<file path="src/rtl/lead_one_scanner.sv">
// Multi-cycle leading-one detector feeding the normaliser's exponent stage.
// The mantissa is latched on acceptance and scanned MSB-first, one CHUNK-wide
// slice per cycle. The result is held on a valid/ready output until consumed.
//
// Ports:
//   clk, rst           clock, synchronous active-high reset
//   in_valid/in_ready  operand handshake (in_ready high only in IDLE)
//   in_mant            unnormalised mantissa sum, WIDTH bits
//   in_exp_max         max operand exponent, passed through to exp_max
//   out_valid/out_ready result handshake (out_valid high only in DONE)
//   leading_pos        index of the most significant set bit of in_mant
//   exp_max            copy of in_exp_max captured on acceptance
//   zero               in_mant was all zeros (leading_pos forced to 0)
module lead_one_scanner #(
  parameter int unsigned WIDTH = 50,
  parameter int unsigned CHUNK = 10,
  parameter int unsigned EXP_W = 8,
  parameter int unsigned POS_W = 6
) (
  input  logic             clk,
  input  logic             rst,
  input  logic             in_valid,
  output logic             in_ready,
  input  logic [WIDTH-1:0] in_mant,
  input  logic [EXP_W-1:0] in_exp_max,
  output logic             out_valid,
  input  logic             out_ready,
  output logic [POS_W-1:0] leading_pos,
  output logic [EXP_W-1:0] exp_max,
  output logic             zero
);

  localparam int unsigned NUM_CHUNKS = WIDTH / CHUNK;
  localparam int unsigned IDX_W      = (NUM_CHUNKS > 1) ? $clog2(NUM_CHUNKS) : 1;
  localparam int unsigned ENC_W      = (CHUNK > 1) ? $clog2(CHUNK) : 1;

  typedef enum logic [1:0] {
    IDLE = 2'd0,
    SCAN = 2'd1,
    DONE = 2'd2
  } state_t;

  state_t             state_q, state_d;
  logic [WIDTH-1:0]   mant_q, mant_d;
  logic [IDX_W-1:0]   idx_q, idx_d;
  logic [POS_W-1:0]   pos_d;
  logic [EXP_W-1:0]   exp_d;
  logic               zero_d;

  logic [POS_W-1:0]   base;
  logic [CHUNK-1:0]   chunk;
  logic [ENC_W-1:0]   enc;

  // Highest set bit within one chunk; 0 when the chunk is empty.
  function automatic logic [ENC_W-1:0] hi_bit(input logic [CHUNK-1:0] v);
    logic [ENC_W-1:0] r;
    r = '0;
    for (int unsigned b = 0; b < CHUNK; b++) begin
      if (v[b]) r = ENC_W'(b);
    end
    return r;
  endfunction

  // Slice under inspection this cycle and its priority encoding.
  always_comb begin
    base  = POS_W'(idx_q) * POS_W'(CHUNK);
    chunk = CHUNK'(mant_q >> base);
    enc   = hi_bit(chunk);
  end

  // Next-state and next-data logic.
  always_comb begin
    state_d = state_q;
    mant_d  = mant_q;
    idx_d   = idx_q;
    pos_d   = leading_pos;
    exp_d   = exp_max;
    zero_d  = zero;
    unique case (state_q)
      IDLE: begin
        if (in_valid) begin
          mant_d  = in_mant;
          exp_d   = in_exp_max;
          idx_d   = IDX_W'(NUM_CHUNKS - 1);
          state_d = SCAN;
        end
      end
      SCAN: begin
        if (chunk != '0) begin
          pos_d   = base + POS_W'(enc);
          zero_d  = 1'b0;
          state_d = DONE;
        end else if (idx_q == '0) begin
          pos_d   = '0;
          zero_d  = 1'b1;
          state_d = DONE;
        end else begin
          idx_d = IDX_W'(idx_q - 1'b1);
        end
      end
      DONE: begin
        if (out_ready) state_d = IDLE;
      end
      default: state_d = IDLE;
    endcase
  end

  // State, datapath and registered handshake outputs.
  always_ff @(posedge clk) begin
    if (rst) begin
      state_q     <= IDLE;
      mant_q      <= '0;
      idx_q       <= '0;
      leading_pos <= '0;
      exp_max     <= '0;
      zero        <= 1'b0;
      in_ready    <= 1'b1;
      out_valid   <= 1'b0;
    end else begin
      state_q     <= state_d;
      mant_q      <= mant_d;
      idx_q       <= idx_d;
      leading_pos <= pos_d;
      exp_max     <= exp_d;
      zero        <= zero_d;
      in_ready    <= (state_d == IDLE);
      out_valid   <= (state_d == DONE);
    end
  end

endmodule

</file>
<file path="config.mk">
export PLATFORM = sky130hd
export DESIGN_NAME = lead_one_scanner
export DESIGN_NICKNAME = d
export VERILOG_FILES = /design/src/rtl/lead_one_scanner.sv
export SDC_FILE = /design/constraint.sdc
export NUM_CORES = 1
export LEC_CHECK = 0
export BUFFER_PORTS_ARGS = -buffer_cell sky130_fd_sc_hd__buf_2
export CORE_AREA = 8 8 82 139
export DETAILED_ROUTE_END_ITERATION = 8
export DIE_AREA = 0 0 90 147
export GPL_ROUTABILITY_DRIVEN = 0
export GPL_TIMING_DRIVEN = 0
export PLACE_DENSITY = 0.75
export SLEW_MARGIN = 20
export SYNTH_ARGS = -nofsm -noshare
export SYNTH_HDL_FRONTEND = slang
export SYNTH_SLANG_ARGS = --single-unit
export TNS_END_PERCENT = 5
</file>
<file path="constraint.sdc">
create_clock -name clk -period 11.28 [get_ports clk]
set_clock_uncertainty 0.2 [all_clocks]
set_input_delay 2.256 -clock clk [delete_from_list [all_inputs] [get_ports clk]]
set_output_delay 2.256 -clock clk [all_outputs]
set_load 0.005 [all_outputs]
</file>
==> results.rst, run 1 <==
.. list-table::
   :header-rows: 1

   * - Metric
     - Value
   * - Power Density
     - 151 mW/mm2
   * - Pin count of the biggest net entering global routing
     - 15
   * - Top FF cell, synth
     - dfxtp_1
   * - Clock edge transition at the registers on the reported setup and hold paths
     - 0.06 ns
   * - Die span in x
     - 90 um
   * - Via-per-instance ratio
     - 6.10
   * - Measured slew at the worst slew-check pin
     - 0.604 ns
   * - Register area share after synthesis
     - 0.305
   * - Run status
     - complete, no violations
   * - Number of nets with antenna violations after detailed routing
     - 0
   * - Rows
     - 48
   * - Endpoint type of the worst setup path
     - register
   * - Detail Placement HPWL
     - 11000 um
   * - Core box area
     - 0.00961 mm2
   * - Data arrival, critical path
     - 4.35 ns
   * - Initial core utilization
     - 0.491
   * - Max Cap Violations
     - 0
   * - Most used cell along the critical path
     - ha_1
   * - Overall Global Routing Usage
     - 0.222
   * - Master of the slowest instance on the critical path
     - buf_1
   * - Number of pins with negative max-slew slack in the final report
     - 0
   * - TNS Setup
     - 0 ns
   * - Classification of the worst setup path
     - reg2reg
   * - Global-route wire length before repair
     - 23400 um
   * - IO Count
     - 79
   * - Syn Area/Cell
     - 8.77 um2
   * - Global routing met1 resource utilization
     - 0.232
   * - Buffer levels on the longest clock path
     - 2
   * - Most common cell after layout, fill and taps aside
     - nand2_1
   * - Fmax
     - 232 MHz
   * - Total setup violations reported at the end of the flow
     - 0
   * - Vias after detailed routing
     - 4616
   * - Number of buffers inserted by port buffering
     - 78
   * - Peak supply drop
     - 0.0941 mV
   * - Met3 layer usage reported by global route
     - 0.0445
   * - Tcrit/Tclk final
     - 0.381
   * - Crit path cell chain
     - ha_1 > ha_1 > clkbuf_1 > buf_1 > nand3_1 > nand4_1 > nand3_1 > nor3_2 > o31a_1 > ha_1 > inv_1 > fa_1 > nor2b_1 > o21ai_0 > xnor2_1 > o31ai_1
   * - EDFF count, synth
     - 0
   * - WL per Instance
     - 19.3 um
   * - Stage delay of the slowest cell on the critical path
     - 0.45 ns
   * - Vias in the first global route
     - 4605
   * - Yosys warning total
     - 0
   * - Total of flip-flops plus latches after synthesis
     - 72
   * - Worst hold path type
     - reg2reg
   * - Post-Synthesis Cells
     - 538
   * - # H-tree levels
     - 3
   * - Commonest cells after routing, fill and taps aside
     - 134 x nand2_1, 90 x buf_2, 72 x dfxtp_1
   * - Hold_buf cts
     - 0
   * - CP delay by family, top
     - adder cells
   * - Leak pwr
     - 2.11 nW
   * - Number of buffers added by the clock tree synthesis step
     - 9
   * - Nature of the critical path startpoint
     - register
   * - Iteration count of the initial detailed-routing pass
     - 5
   * - Iteration-0 DRC Markers
     - 542
   * - Post-layout total power
     - 0.845 mW
   * - Sum of routed wire length over all layers
     - 14600 um
   * - Number of antenna violations at the first check in global routing
     - 0
   * - Residual overflow from global routing
     - 0
   * - Maximum fanout along the worst path
     - 10
   * - Number of inserted diodes
     - 0
   * - Clock tree from TritonCTS
     - built
   * - Buf+Inv Stages, Crit Path
     - 3
   * - Area growth, synth to finish
     - 18.5%
   * - Met2 layer usage reported by global route
     - 0.393
   * - Gates resized, CTS repair
     - 0
   * - Asr flop ratio synth
     - 0
   * - Source-to-sink clock delay at the later pin of the worst-skew pair
     - 0.34 ns
   * - Layout Nets
     - 698
   * - GRT Max-Usage Layer
     - met2
   * - Total nets after synthesis
     - 609
   * - Total die area
     - 0.0132 mm2
   * - DRC violations left
     - 0
   * - Hold Violations, Final
     - 0
   * - Clk sink count
     - 72
   * - Slew HR
     - 0.591
   * - Yosys cell types
     - 57
   * - Die height
     - 147 um
   * - Data required, critical path
     - 11.32 ns
   * - Number of buffers inserted to repair setup after CTS
     - 0
   * - RSZ-0062 raised after global routing
     - false
   * - Post-synthesis instance area
     - 0.00472 mm2
   * - Final period demand of the worst path
     - 4.30 ns
   * - Layout cell share with drive strength beyond 1
     - 0.255
   * - Root Buffer
     - clkbuf_16
-- sequential cells by signal, indices dropped and copies added (netlist names) --
name	flops
exp_max	8
idx_q	3
in_ready	1
leading_pos	6
mant_q	50
out_valid	1
state_q	2
zero	1
-- per-stage QoR --
stage          instances  instance area, um2  hold slack [ns]  setup WS (ns)  utilization
2_1_floorplan        538                4720            0.233           7.72            -
3_3_place_gp         741                5270            0.240           7.04        0.548
3_5_place_dp         741                5270            0.248           6.98        0.548
4_1_cts              757                5600            0.260           7.06        0.582
5_1_grt              757                5600            0.277           6.64        0.582
6_report             757                5600            0.255           6.98        0.582
-- logic make-up after synthesis --
family / share of synthesized area
buf+inv: 0.0554
flops: 0.305
xor+xnor: 0.00742
mux: 0.245
fa+ha+maj: 0.0254
compound gates: 0.163
simple gates: 0.198
-- worst min-delay path, delay by kind of cell, from the launching register on --
kind / cells / cell delay [ns]
simple gates: 1 / 0.05
mux: 1 / 0.05
flops: 1 / 0.30
-- Yosys cell counts (6+ instances only) --
| cell type | number | area (um2) |
|---|---|---|
| mux4_2 | 34 | 766 |
| buf_2 | 12 | 60.1 |
| o21ai_0 | 7 | 35.0 |
| nand3_1 | 8 | 40.0 |
| o22ai_1 | 6 | 37.5 |
| ha_1 | 8 | 100 |
| clkbuf_1 | 23 | 86.3 |
| nand2b_1 | 6 | 37.5 |
| o211ai_1 | 7 | 52.6 |
| dfxtp_1 | 72 | 1440 |
| nor2b_1 | 7 | 43.8 |
| nand2_1 | 134 | 503 |
| a21oi_1 | 70 | 350 |
| mux2i_1 | 37 | 370 |
| inv_1 | 7 | 26.3 |
| nor2_1 | 17 | 63.8 |
-- where the power goes --
part	total, mW	switching (mW)	internal (mW)
clock network	0.310	0.114	0.196
logic	0.229	0.133	0.0966
registers	0.305	0.0272	0.278
-- area by class of cell --
class / count / area [um2]
buffer: 43 / 228
clock inverter: 7 / 103
multi-input combinational: 414 / 3020
sequential: 72 / 1440
clock buffer: 9 / 225
inverter: 9 / 33.8
tap: 125 / 156
timing repair buffer: 78 / 390
fill: 899 / 4010
-- worst paths after layout --
kind | startpoint | end | slack [ns] | cells past startpoint
setup / recovery | idx_q[2] | leading_pos[5] | 6.98 | 16
hold / removal | leading_pos[3] | leading_pos[3] | 0.25 | 2
setup reg to reg | idx_q[2] | leading_pos[5] | 6.98 | 16
hold reg to reg | leading_pos[3] | leading_pos[3] | 0.25 | 2
-- layer usage --
metal	routed length, um	part of all wire	up-vias
met1	5170	0.35	2161
met2	7670	0.53	253
met3	975	0.067	69
met5	0	0	-
met4	787	0.054	0
li1	-	-	2133
(Power assumes the default switching activity.)
==> inputs of run 2 (changes only) <==
--- a/config.mk
+++ b/config.mk
@@ -5,13 +5,14 @@
 export SDC_FILE = /design/constraint.sdc
 export NUM_CORES = 1
 export LEC_CHECK = 0
+export ABC_AREA = 1
 export BUFFER_PORTS_ARGS = -buffer_cell sky130_fd_sc_hd__buf_2
-export CORE_AREA = 8 8 82 139
+export CORE_AREA = 8 8 80 135
 export DETAILED_ROUTE_END_ITERATION = 8
-export DIE_AREA = 0 0 90 147
+export DIE_AREA = 0 0 88 143
 export GPL_ROUTABILITY_DRIVEN = 0
 export GPL_TIMING_DRIVEN = 0
-export PLACE_DENSITY = 0.75
+export PLACE_DENSITY = 0.76
 export SLEW_MARGIN = 20
 export SYNTH_ARGS = -nofsm -noshare
 export SYNTH_HDL_FRONTEND = slang
==> constraint.sdc (replaced) <==
create_clock -name clk -period 4.3 [get_ports clk]
set_clock_uncertainty 0.2 [all_clocks]
set_input_delay 0.86 -clock clk [delete_from_list [all_inputs] [get_ports clk]]
set_output_delay 0.86 -clock clk [all_outputs]
set_load 0.005 [all_outputs]
==> results.rst, run 2 <==
.. list-table::
   :header-rows: 1

   * - Metric
     - Value
   * - Residual overflow from global routing
     - 0 (unchanged)
   * - Number of antenna violations at the first check in global routing
     - 0 (unchanged)
   * - R2R depth
     - 21 (was 16)
   * - RSZ-0062 raised after global routing
     - false (unchanged)
   * - Vias after detailed routing
     - 5228 (was 4616)
   * - Tcrit/Tclk final
     - 0.930 (was 0.381)
   * - Crit path cell chain
     - ha_1 > ha_1 > buf_2 > inv_1 > nor2_1 > inv_1 > nor2_1 > a21oi_1 > nand2_1 > nand2_1 > nand2_1 > inv_1 > a31oi_1 > ha_1 > inv_1 > fa_1 > nor2_1 > o21ai_0 > xor2_1 > nand2_1 > a21oi_1 (was ha_1 > ha_1 > clkbuf_1 > buf_1 > nand3_1 > nand4_1 > nand3_1 > nor3_2 > o31a_1 > ha_1 > inv_1 > fa_1 > nor2b_1 > o21ai_0 > xnor2_1 > o31ai_1)
   * - Hold Violations, Final
     - 0 (unchanged)
   * - Yosys warning total
     - 0 (unchanged)
   * - Vias in the first global route
     - 5172 (was 4605)
   * - Endpoint type of the worst setup path
     - register (unchanged)
   * - Rows
     - 46 (was 48)
   * - Peak supply drop
     - 0.316 mV (was 0.0941 mV)
   * - Die span in x
     - 88 um (was 90 um)
   * - Area share of the leading cell type in the synthesized netlist
     - 0.322 (was 0.305)
   * - Number of buffers inserted to repair setup after CTS
     - 0 (unchanged)
   * - Cell with the most instances after synthesis
     - nand2_1 (unchanged)
   * - EDFF count, synth
     - 0 (unchanged)
   * - Worst hold path type
     - reg2reg (unchanged)
   * - Number of flip-flops under the largest register name
     - 50 (unchanged)
   * - Commonest cells after routing, fill and taps aside
     - 230 x nand2_1, 136 x nor2_1, 94 x buf_2 (was 134 x nand2_1, 90 x buf_2, 72 x dfxtp_1)
   * - Buffer levels on the longest clock path
     - 2 (unchanged)
   * - Yosys cell types
     - 34 (was 57)
   * - Core box area
     - 0.00892 mm2 (was 0.00961 mm2)
   * - Master of the slowest instance on the critical path
     - dfxtp_1 (was buf_1)
   * - Detail Placement HPWL
     - 11400 um (was 11000 um)
   * - Synth top area cells
     - dfxtp_1 32%, nand2_1 19%, nor2_1 11% (was dfxtp_1 31%, mux4_2 16%, nand2_1 11%)
   * - Iteration-0 DRC Markers
     - 471 (was 542)
   * - Finished Layout Cells
     - 960 (was 757)
   * - IO Count
     - 79 (unchanged)
   * - Registers with the most flip-flops
     - mant_q: 50 flops, exp_max: 8 flops, leading_pos: 6 flops (unchanged)
   * - Total die area
     - 0.0126 mm2 (was 0.0132 mm2)
   * - Max Cap Violations
     - 0 (unchanged)
   * - Post-Synthesis Cells
     - 748 (was 538)
   * - Overall Global Routing Usage
     - 0.243 (was 0.222)
   * - Number of nets with antenna violations after detailed routing
     - 0 (unchanged)
   * - Pin count of the biggest net entering global routing
     - 13 (was 15)
   * - TNS Setup
     - 0 ns (unchanged)
   * - Top routing layer used
     - met4 (unchanged)
   * - WL per Instance
     - 15.1 um (was 19.3 um)
   * - Clock tree from TritonCTS
     - built (unchanged)
   * - Root Buffer
     - clkbuf_16 (unchanged)
   * - Detailed-routed wire length on met3
     - 977 um (was 975 um)
   * - Global-route wire length before repair
     - 23700 um (was 23400 um)
   * - Via-per-instance ratio
     - 5.45 (was 6.10)
   * - Top FF cell, synth
     - dfxtp_1 (unchanged)
   * - Count of fill cells added during filler insertion
     - 876 (was 899)
   * - Total nets after synthesis
     - 819 (was 609)
   * - Number of buffers inserted by port buffering
     - 78 (unchanged)
   * - Run status
     - complete, no violations (unchanged)
   * - Total setup violations reported at the end of the flow
     - 0 (unchanged)
   * - Measured slew at the worst slew-check pin
     - 0.550 ns (was 0.604 ns)
   * - Slew HR
     - 0.633 (was 0.591)
   * - Number of inserted diodes
     - 0 (unchanged)
   * - Area growth, synth to finish
     - 18.5% (about the same)
   * - Classification of the worst setup path
     - reg2reg (unchanged)
   * - DRC violations left
     - 0 (unchanged)
   * - Initial core utilization
     - 0.501 (was 0.491)
   * - Number of pins with negative max-slew slack in the final report
     - 0 (unchanged)
   * - Nature of the critical path startpoint
     - register (unchanged)
   * - Final period demand of the worst path
     - 4.00 ns (was 4.30 ns)
   * - Leak pwr
     - 2.62 nW (was 2.11 nW)
   * - Maximum fanout along the worst path
     - 10 (unchanged)
   * - Power Density
     - 533 mW/mm2 (was 151 mW/mm2)
   * - Most flops, register
     - mant_q (unchanged)
   * - Die height
     - 143 um (was 147 um)
   * - Total instance count after detailed placement
     - 946 (was 741)
   * - Routed length on met2
     - 7330 um (was 7670 um)
   * - Clock edge transition at the registers on the reported setup and hold paths
     - 0.06 ns (about the same)
   * - Syn Area/Cell
     - 5.98 um2 (was 8.77 um2)
   * - Gates resized, CTS repair
     - 0 (unchanged)
   * - Number of buffers added by the clock tree synthesis step
     - 9 (unchanged)
   * - Commonest cells in the netlist
     - 230 x nand2_1, 136 x nor2_1, 75 x o21ai_0 (was 134 x nand2_1, 72 x dfxtp_1, 70 x a21oi_1)
   * - Hold_buf cts
     - 0 (unchanged)
   * - Layout cell share with drive strength beyond 1
     - 0.160 (was 0.255)
   * - Sum of routed wire length over all layers
     - 14500 um (was 14600 um)
   * - Cell taking the most area after synthesis
     - dfxtp_1 (unchanged)
   * - Layout Nets
     - 908 (was 698)
   * - Source-to-sink clock delay at the later pin of the worst-skew pair
     - 0.34 ns (about the same)
   * - Register area share after synthesis
     - 0.322 (was 0.305)
   * - Met1 routed wirelength after detailed routing
     - 5280 um (was 5170 um)
   * - Data required, critical path
     - 4.30 ns (was 11.32 ns)
   * - Data arrival, critical path
     - 4.00 ns (was 4.35 ns)
   * - Iteration count of the initial detailed-routing pass
     - 5 (unchanged)
   * - Total of flip-flops plus latches after synthesis
     - 72 (unchanged)
   * - Fmax
     - 250 MHz (was 232 MHz)
   * - Asr flop ratio synth
     - 0 (unchanged)
   * - Post-synthesis instance area
     - 0.00447 mm2 (was 0.00472 mm2)
   * - Stage delay of the slowest cell on the critical path
     - 0.39 ns (was 0.45 ns)
   * - # H-tree levels
     - 3 (unchanged)
   * - Cell depth of the worst hold path
     - 2 (unchanged)
   * - Clk sink count
     - 72 (unchanged)
   * - Most common cell after layout, fill and taps aside
     - nand2_1 (unchanged)
-- run 2: cell types whose count changed after synthesis, sizes merged, moves of 9 or more --
cell,change
mux2i,-36
nand3,+64
inv,+29
nor2,+119
nand2,+100
mux4,-34
or2,+9
o21ai,+81
a21oi,-49
-- run 2: power by group --
part           total (mW)  internal [mW]  switching, mW
logic                1.21          0.416          0.794
clock network       0.736          0.458          0.278
registers           0.878          0.789         0.0893
-- run 2: area by class of cell --
type	instances	area (um2)	area share
Buffer	44	215	0.0406
Clock buffer	11	243	0.0458
Clock inverter	3	43.8	0.00827
Inverter	38	143	0.0269
Multi-Input combinational cell	594	2670	0.504
Sequential cell	72	1440	0.272
Tap cell	120	150	0.0283
Timing Repair Buffer	78	390	0.0737
-- run 2: worst paths after layout --
kind,start,endpoint,slack (ns)
hold / removal,leading_pos[4],leading_pos[4],0.28
setup reg to reg,idx_q[0],leading_pos[5],0.30
setup / recovery,idx_q[0],leading_pos[5],0.30
hold reg to reg,leading_pos[4],leading_pos[4],0.28
-- run 2: critical path: cells and delay by family (launching register included) --
family / cells / cell delay (ns)
adder cells (fa/ha/maj): 4 / 1.11
AND/OR/NAND/NOR: 7 / 0.91
flip-flops: 1 / 0.39
AO/OA/AOI/OAI: 4 / 0.47
buffers and inverters: 5 / 0.60
XOR/XNOR: 1 / 0.16
-- run 2: logic make-up (layout without fill, tap and decap cells) --
group,Yosys count,count (layout),synth area share
AOI/OAI and AO/OA,120,120,0.142
DFF,72,72,0.322
adders and majority gates,9,9,0.0269
muxes,1,1,0.00224
and+or+nand+nor,461,461,0.420
buffers and inverters,82,174,0.0800
xor gates and xnor gates,3,3,0.00588
-- run 2: through the flow --
stage / setup WS (ns) / area, um2 / power, mW / hold slack, ns / utilization
global route: 0.0756 / 5300 / 3.02 / 0.301 / 0.594
global placement: 0.474 / 5010 / 2.04 / 0.260 / 0.562
CTS: 0.369 / 5300 / 2.81 / 0.281 / 0.594
floorplan: 1.01 / 4470 / 1.73 / 0.244 / -
detailed placement: 0.385 / 5010 / 2.07 / 0.271 / 0.562
finish: 0.300 / 5300 / 2.83 / 0.276 / 0.594
-- run 2: metal layers --
metal  global-route usage  vias up
met5                    0        -
met4                0.177        0
met3               0.0518       83
met2                0.425      278
met1                0.244     2294
li1                     -     2573
